[config.mk]
export PLATFORM = sky130hd
export DESIGN_NAME = compare_scoreboard_flat
export DESIGN_NICKNAME = d
export VERILOG_FILES = /design/src/rtl/compare_scoreboard_pkg.sv /design/src/rtl/compare_scoreboard_if.sv /design/src/rtl/compare_scoreboard_sat_counter.sv /design/src/rtl/compare_scoreboard.sv /design/src/flat_wrapper.sv
export SDC_FILE = /design/constraint.sdc
export NUM_CORES = 1
export LEC_CHECK = 0
export ABC_AREA = 1
export CORE_MARGIN = 2
export CORE_UTILIZATION = 54
export CTS_CLUSTER_DIAMETER = 120
export DETAILED_ROUTE_END_ITERATION = 16
export PLACE_DENSITY = 0.89
export SYNTH_ARGS = -nofsm -noshare
export SYNTH_HDL_FRONTEND = slang
export SYNTH_SLANG_ARGS = --single-unit
[constraint.sdc]
create_clock -name clk -period 4.8 [get_ports clk]
set_clock_uncertainty 0.05 [all_clocks]
set_input_delay 0.72 -clock clk [delete_from_list [all_inputs] [get_ports clk]]
set_output_delay 0.72 -clock clk [all_outputs]
set_load 0.02 [all_outputs]
[src/rtl/compare_scoreboard_pkg.sv]
// -----------------------------------------------------------------------------
// compare_scoreboard_pkg
// Shared types and defaults for the compare_scoreboard result checker.
//   state_t      : run-control states (IDLE, RUN, REPORT)
//   DEF_CNT_W    : default width of the statistics counters
//   DEF_TIMEOUT  : default RUN-state cycle limit before a forced report
// -----------------------------------------------------------------------------
package compare_scoreboard_pkg;

  typedef enum logic [1:0] {
    IDLE   = 2'd0,
    RUN    = 2'd1,
    REPORT = 2'd2
  } state_t;

  localparam int DEF_CNT_W   = 32;
  localparam int DEF_TIMEOUT = 100000;

endpackage

[src/rtl/compare_scoreboard_if.sv]
// -----------------------------------------------------------------------------
// compare_scoreboard_if
// Bundles the run control, sample stream and report handshake of the
// scoreboard.
//   master modport : drives start/stop, samples and report_ready; reads report
//   slave modport  : the scoreboard side (inverse directions)
// Signals:
//   start, stop           run control
//   sample_valid          ref_val/dut_val carry a sample this cycle
//   ref_val, dut_val      WIDTH-bit reference and DUT outputs
//   busy                  high while a run is in progress
//   samples, errors       CNT_W-bit statistics
//   first_err_idx         sample index of the first mismatch
//   first_err_bits        ref_val ^ dut_val at the first mismatch
//   any_error, timeout    sticky flags
//   report_valid/ready    final-report handshake
// -----------------------------------------------------------------------------
interface compare_scoreboard_if
  import compare_scoreboard_pkg::*;
#(
  parameter int WIDTH = 1,
  parameter int CNT_W = DEF_CNT_W
) ();

  logic             start;
  logic             stop;
  logic             sample_valid;
  logic [WIDTH-1:0] ref_val;
  logic [WIDTH-1:0] dut_val;
  logic             busy;
  logic [CNT_W-1:0] samples;
  logic [CNT_W-1:0] errors;
  logic [CNT_W-1:0] first_err_idx;
  logic [WIDTH-1:0] first_err_bits;
  logic             any_error;
  logic             timeout;
  logic             report_valid;
  logic             report_ready;

  modport master (
    output start, stop, sample_valid, ref_val, dut_val, report_ready,
    input  busy, samples, errors, first_err_idx, first_err_bits,
           any_error, timeout, report_valid
  );

  modport slave (
    input  start, stop, sample_valid, ref_val, dut_val, report_ready,
    output busy, samples, errors, first_err_idx, first_err_bits,
           any_error, timeout, report_valid
  );

endinterface

[src/rtl/compare_scoreboard_sat_counter.sv]
// -----------------------------------------------------------------------------
// sat_counter
// Up-counter that sticks at all-ones instead of wrapping.
//   clk, areset : clock, asynchronous active-high reset (q -> 0)
//   clr         : synchronous clear, higher priority than inc
//   inc         : count up by one unless already all-ones
//   q           : W-bit count
// -----------------------------------------------------------------------------
module sat_counter #(
  parameter int W = 8
) (
  input  logic         clk,
  input  logic         areset,
  input  logic         clr,
  input  logic         inc,
  output logic [W-1:0] q
);

  logic [W-1:0] q_reg;

  always_ff @(posedge clk or posedge areset) begin
    if (areset) begin
      q_reg <= '0;
    end else if (clr) begin
      q_reg <= '0;
    end else if (inc && (q_reg != '1)) begin
      q_reg <= q_reg + W'(1);
    end
  end

  assign q = q_reg;

endmodule

[src/rtl/compare_scoreboard.sv]
// -----------------------------------------------------------------------------
// compare_scoreboard
// Compares a reference output against a DUT output every cycle of a run,
// accumulates sample/mismatch statistics, captures the first mismatch and
// enforces a run timeout. The final report is offered on a valid/ready
// handshake and held until the next run starts.
//   clk    : rising-edge clock
//   areset : asynchronous active-high reset, aborts any run
//   bus    : compare_scoreboard_if.slave (control, samples, report)
// Parameters: WIDTH (compared vector), CNT_W (counters), TIMEOUT (RUN cycles)
// -----------------------------------------------------------------------------
module compare_scoreboard
  import compare_scoreboard_pkg::*;
#(
  parameter int WIDTH   = 1,
  parameter int CNT_W   = DEF_CNT_W,
  parameter int TIMEOUT = DEF_TIMEOUT
) (
  input  logic                 clk,
  input  logic                 areset,
  compare_scoreboard_if.slave  bus
);

  // TIMEOUT-1 always fits in clog2(TIMEOUT) bits; the cycle counter never
  // needs to go further because the run ends when it reaches that value.
  localparam int CYC_W = (TIMEOUT > 1) ? $clog2(TIMEOUT) : 1;

  state_t           state_reg, state_next;
  logic             busy_next, report_valid_next;
  logic             run_enter, in_run, sample_take, mismatch, cyc_limit;
  logic [WIDTH-1:0] diff;
  logic [CNT_W-1:0] samples_q, errors_q, first_idx_reg;
  logic [WIDTH-1:0] first_bits_reg;
  logic             any_error_reg, timeout_reg;
  logic [CYC_W-1:0] cyc_q;

  for (genvar gi = 0; gi < WIDTH; gi++) begin : g_diff
    assign diff[gi] = bus.ref_val[gi] ^ bus.dut_val[gi];
  end

  // start is only honoured from IDLE; in the same cycle stop is not looked at.
  assign run_enter   = (state_reg == IDLE) && bus.start;
  assign in_run      = (state_reg == RUN);
  assign sample_take = in_run && bus.sample_valid;
  // Any differing bit makes the whole sample a single mismatch.
  assign mismatch    = sample_take && (|diff);
  assign cyc_limit   = (cyc_q == CYC_W'(TIMEOUT - 1));

  always_ff @(posedge clk or posedge areset) begin
    if (areset) begin
      state_reg <= IDLE;
    end else begin
      state_reg <= state_next;
    end
  end

  always_comb begin
    state_next        = state_reg;
    busy_next         = 1'b0;
    report_valid_next = 1'b0;
    case (state_reg)
      IDLE: begin
        if (bus.start) state_next = RUN;
      end
      RUN: begin
        busy_next = 1'b1;
        if (bus.stop || cyc_limit) state_next = REPORT;
      end
      REPORT: begin
        report_valid_next = 1'b1;
        if (bus.report_ready) state_next = IDLE;
      end
      default: state_next = IDLE;
    endcase
  end

  // Errors only ever increment alongside samples, so errors <= samples holds
  // even once both have saturated.
  sat_counter #(.W(CNT_W)) u_samples (
    .clk(clk), .areset(areset), .clr(run_enter), .inc(sample_take), .q(samples_q)
  );

  sat_counter #(.W(CNT_W)) u_errors (
    .clk(clk), .areset(areset), .clr(run_enter), .inc(mismatch), .q(errors_q)
  );

  sat_counter #(.W(CYC_W)) u_cycles (
    .clk(clk), .areset(areset), .clr(run_enter), .inc(in_run), .q(cyc_q)
  );

  always_ff @(posedge clk or posedge areset) begin
    if (areset) begin
      first_idx_reg  <= '0;
      first_bits_reg <= '0;
      any_error_reg  <= 1'b0;
      timeout_reg    <= 1'b0;
    end else if (run_enter) begin
      first_idx_reg  <= '0;
      first_bits_reg <= '0;
      any_error_reg  <= 1'b0;
      timeout_reg    <= 1'b0;
    end else if (in_run) begin
      // The index is the sample count before this sample is added.
      if (mismatch && !any_error_reg) begin
        first_idx_reg  <= samples_q;
        first_bits_reg <= diff;
        any_error_reg  <= 1'b1;
      end
      // A stop in the limit cycle counts as a normal end, not a timeout.
      if (cyc_limit && !bus.stop) begin
        timeout_reg <= 1'b1;
      end
    end
  end

  assign bus.busy           = busy_next;
  assign bus.report_valid   = report_valid_next;
  assign bus.samples        = samples_q;
  assign bus.errors         = errors_q;
  assign bus.first_err_idx  = first_idx_reg;
  assign bus.first_err_bits = first_bits_reg;
  assign bus.any_error      = any_error_reg;
  assign bus.timeout        = timeout_reg;

endmodule

[src/flat_wrapper.sv]
// flat-port wrapper written by rule: the top's interface ports become plain ports
module compare_scoreboard_flat import compare_scoreboard_pkg::*;
#(
  parameter int WIDTH   = 1,
  parameter int CNT_W   = DEF_CNT_W,
  parameter int TIMEOUT = DEF_TIMEOUT
)
  (clk, areset, bus_start, bus_stop, bus_sample_valid, bus_ref_val, bus_dut_val, bus_report_ready, bus_busy, bus_samples, bus_errors, bus_first_err_idx, bus_first_err_bits, bus_any_error, bus_timeout, bus_report_valid);
  compare_scoreboard_if #(.WIDTH(WIDTH), .CNT_W(CNT_W)) bus_i ();
  input  logic clk;
  input  logic areset;
  input wire logic [$bits(bus_i.start)-1:0] bus_start;
  input wire logic [$bits(bus_i.stop)-1:0] bus_stop;
  input wire logic [$bits(bus_i.sample_valid)-1:0] bus_sample_valid;
  input wire logic [$bits(bus_i.ref_val)-1:0] bus_ref_val;
  input wire logic [$bits(bus_i.dut_val)-1:0] bus_dut_val;
  input wire logic [$bits(bus_i.report_ready)-1:0] bus_report_ready;
  output wire logic [$bits(bus_i.busy)-1:0] bus_busy;
  output wire logic [$bits(bus_i.samples)-1:0] bus_samples;
  output wire logic [$bits(bus_i.errors)-1:0] bus_errors;
  output wire logic [$bits(bus_i.first_err_idx)-1:0] bus_first_err_idx;
  output wire logic [$bits(bus_i.first_err_bits)-1:0] bus_first_err_bits;
  output wire logic [$bits(bus_i.any_error)-1:0] bus_any_error;
  output wire logic [$bits(bus_i.timeout)-1:0] bus_timeout;
  output wire logic [$bits(bus_i.report_valid)-1:0] bus_report_valid;
  assign bus_i.start = bus_start;
  assign bus_i.stop = bus_stop;
  assign bus_i.sample_valid = bus_sample_valid;
  assign bus_i.ref_val = bus_ref_val;
  assign bus_i.dut_val = bus_dut_val;
  assign bus_i.report_ready = bus_report_ready;
  assign bus_busy = bus_i.busy;
  assign bus_samples = bus_i.samples;
  assign bus_errors = bus_i.errors;
  assign bus_first_err_idx = bus_i.first_err_idx;
  assign bus_first_err_bits = bus_i.first_err_bits;
  assign bus_any_error = bus_i.any_error;
  assign bus_timeout = bus_i.timeout;
  assign bus_report_valid = bus_i.report_valid;
  compare_scoreboard #(.WIDTH(WIDTH), .CNT_W(CNT_W), .TIMEOUT(TIMEOUT)) u_core (.clk(clk), .areset(areset), .bus(bus_i));
endmodule
==> out/results.tsv <==
stage	metric	value	unit
setup_path	Setup crit start kind	flop	
pwr	Leak	0.00390	uW
clock_tree	Longest Clk Path Bufs	2	
cells_and_area	nets@finish	1085	
logic_synthesis	syn_nets	984	
drt	WL/cell	15.2	um
drt	Routed WL	19.1	mm
run	max cap viols	0	
clock_tree	CTS hold repair buffers	0	
clock_tree	Post-CTS Resized	0	
setup_path	WP data arrival	2.90	ns
logic_synthesis	average size of a mapped cell	7.04	um^2
logic_synthesis	Cell Area, Synth	0.00684	mm^2
grt	total congestion overflow	0	
logic_synthesis	Yosys warnings	0	
pwr	Flop pwr share	38.0	%
sta	final setup vio count	0	
logic_synthesis	sequential fraction of the synthesis area	43.1	%
floorplan	total core area	0.0125	mm^2
placement	placed inst area	0.00801	mm^2
cells_and_area	ANT cells	0	
pwr	switching power	955	uW
grt	pin count of the biggest net entering global routing	71	
sta	actual slew at the worst max-slew pin	1.22	ns
logic_synthesis	Yosys reg bits	118	
clock_tree	clock root buffer	clkbuf_16	
clock_tree	TritonCTS clock tree	done	
sta	Slew HR	18.6	%
sta	setup TNS	0	ns
setup_path	Critical Path End Type	flop	
sta	Fmax	381	MHz
clock_tree	H-Tree Depth	4	
pwr	Peak VDD IR	0.226	mV
cells_and_area	share of post-route cells with drive strength above 1	6.27	%
logic_synthesis	Synth top area share	43.1	%
floorplan	die height	117	um
logic_synthesis	top post-synthesis cells by area	dfrtp_1 (43%), nand2_1 (19%), nor2_1 (7.2%)	
floorplan	std cell rows	41	
pwr	Comb pwr share	21.1	%
clock_tree	TritonCTS buffer count	17	
pwr	total power	2920	uW
pwr	internal power	1960	uW
sta	RSZ-0062 raised after global routing	false	
sta	period utilization	54.6	%
placement	GPL Wtd Cong	0.976	
grt	first-pass GRT wire length	31.5	mm
logic_synthesis	library cells used by synthesis	32	
setup_path	WP data required	5.07	ns
sta	Hold Vio Cnt, Final	0	
clock_tree	postcts setup bufs	0	
sta	fin. max-slew vios	0	
grt	number of global-route vias before repair	6470	
setup_path	critical path class	reg -> reg	
floorplan	die area	0.0136	mm^2
drt	# DRC	0	
floorplan	Die Wd	117	um
floorplan	initial core utilization	54.7	%
placement	DPL Wire Length	13.3	mm
logic_synthesis	largest area contributor in the netlist	dfrtp_1	
drt	Post-DRT Antenna Nets	0	
grt	gr usage total	29.7	%
drt	vias per cell	5.53	
clock_tree	Clock Latency Late Sink	0.42	ns
clock_tree	Reg clk slew, reported paths	0.06	ns
placement	IO Port Bufs	108	
clock_tree	clk sinks	118	
drt	DR vias	6949	
pwr	clock share of power	40.9	%
pwr	PD cells	342	mW/mm^2
floorplan	IO Count	109	
setup_path	CP max FO	26	
cells_and_area	P&R area growth vs syn	24.9	%
drt	DRT iter0 DRCs	811	
cells_and_area	cell area after layout	0.00855	mm^2
pwr	Net Sw Frac	32.7	%
drt	Pre-antenna DRT Iters	5	
cells_and_area	final core occ	68.3	%
logic_synthesis	Post-Synthesis Cells	972	
outcome	outcome	finished, final reports clean	
sta	min Tclk post-route	2.62	ns
grt	initial antenna violation count	0	
hold_path	hold crit path type	reg -> reg	
[worst max-delay path, cell delays in order (launching register included)]
cell and delay, ns:
dfrtp_1 0.48, ha_1 0.35, nand2_2 0.12, nor2_4 0.07
nand2_4 0.12, nor2_8 0.06, a21oi_2 0.89, nand2_1 0.20
o21ai_0 0.18
[power by group through the flow]
stage	Sequential, uW	Combinational (uW)	Clock, uW
final	1110	615	1200
after global placement	1120	592	0
after global routing	1120	669	1250
after floorplan	1140	414	0
after CTS	1110	611	1200
after detailed placement	1120	606	0
[metrics by stage]
stage / hold slack [ns] / worst slack, ns / std cells
final: 0.455 / 2.18 / 1256
after global routing: 0.477 / 2.01 / 1256
after CTS: 0.457 / 2.21 / 1256
after detailed placement: 0.446 / 1.91 / 1226
after global placement: 0.432 / 2.03 / 1226
after floorplan: 0.424 / 0.901 / 972
[per-layer routing]
layer	share of wire [%]	track usage [%]
met1	42	38.0
met2	49	50.0
met3	7.1	6.64
met4	2.1	10.3
met5	0	0
[synthesized netlist by cell type (all sizes together)]
library cell  count
nand2           365
a21oi            12
nand3            97
ha                4
dfrtp           118
o21ai            38
xor2             12
nor3              6
or2              11
clkbuf           11
a31oi             1
clkinv            2
buf              18
nor4              1
o31ai             1
o21a              1
nor2            141
inv              76
xnor2             6
nand4            51
[cells in the final DEF, fill, tap and decap left out, types with 5 or more instances in the layout]
master           synthesis  routed
or2_2                   11      11
xor2_1                  12      12
nand2_2                  9       9
clkbuf_1                11       7
clkbuf_16                0      17
nor2_1                 132     132
o21ai_0                 38      38
xnor2_1                  6       6
nand2_4                  4       5
clkdlybuf4s50_1          0     108
inv_1                   73      72
nand4_1                 51      51
nand3_1                 97      97
nand2_1                352     351
a21oi_1                 10      10
nor3_1                   6       6
dfrtp_1                118     118
[final timing paths]
| path | start | to | slack, ns | cells past startpoint |
|---|---|---|---|---|
| setup / recovery | u_core.u_samples.q[0] | u_core.u_samples.q[1] | 2.18 | 8 |
| hold / removal | u_core.bus.first_err_idx[15] | u_core.bus.first_err_idx[15] | 0.45 | 2 |
| setup reg to reg | u_core.u_samples.q[0] | u_core.u_samples.q[1] | 2.18 | 8 |
| hold reg to reg | u_core.bus.first_err_idx[15] | u_core.bus.first_err_idx[15] | 0.45 | 2 |
| max in group asynchronous | areset | u_core.u_samples.q[12] | 3.12 | 3 |
| min in group asynchronous | areset | u_core.u_cycles.q[15] | 0.65 | 2 |
[kinds of logic after synthesis]
kind of cell             synth area share [%]
AO/OA/AOI/OAI                            4.19
XOR/XNOR                                 2.30
adder cells (fa/ha/maj)                 0.731
buffers and inverters                    6.80
flip-flops                               43.1
AND/OR/NAND/NOR                          42.8
[layout make-up]
class                      instances  area (um^2)
fill                            1071         3970
multi-input combinational        747         3430
sequential                       118         2950
timing repair buffer             111         1100
clock buffer                      25          465
inverter                          78          302
tap                              172          215
clock inverter                     5         75.1
Power figures use the tool's default switching activity.
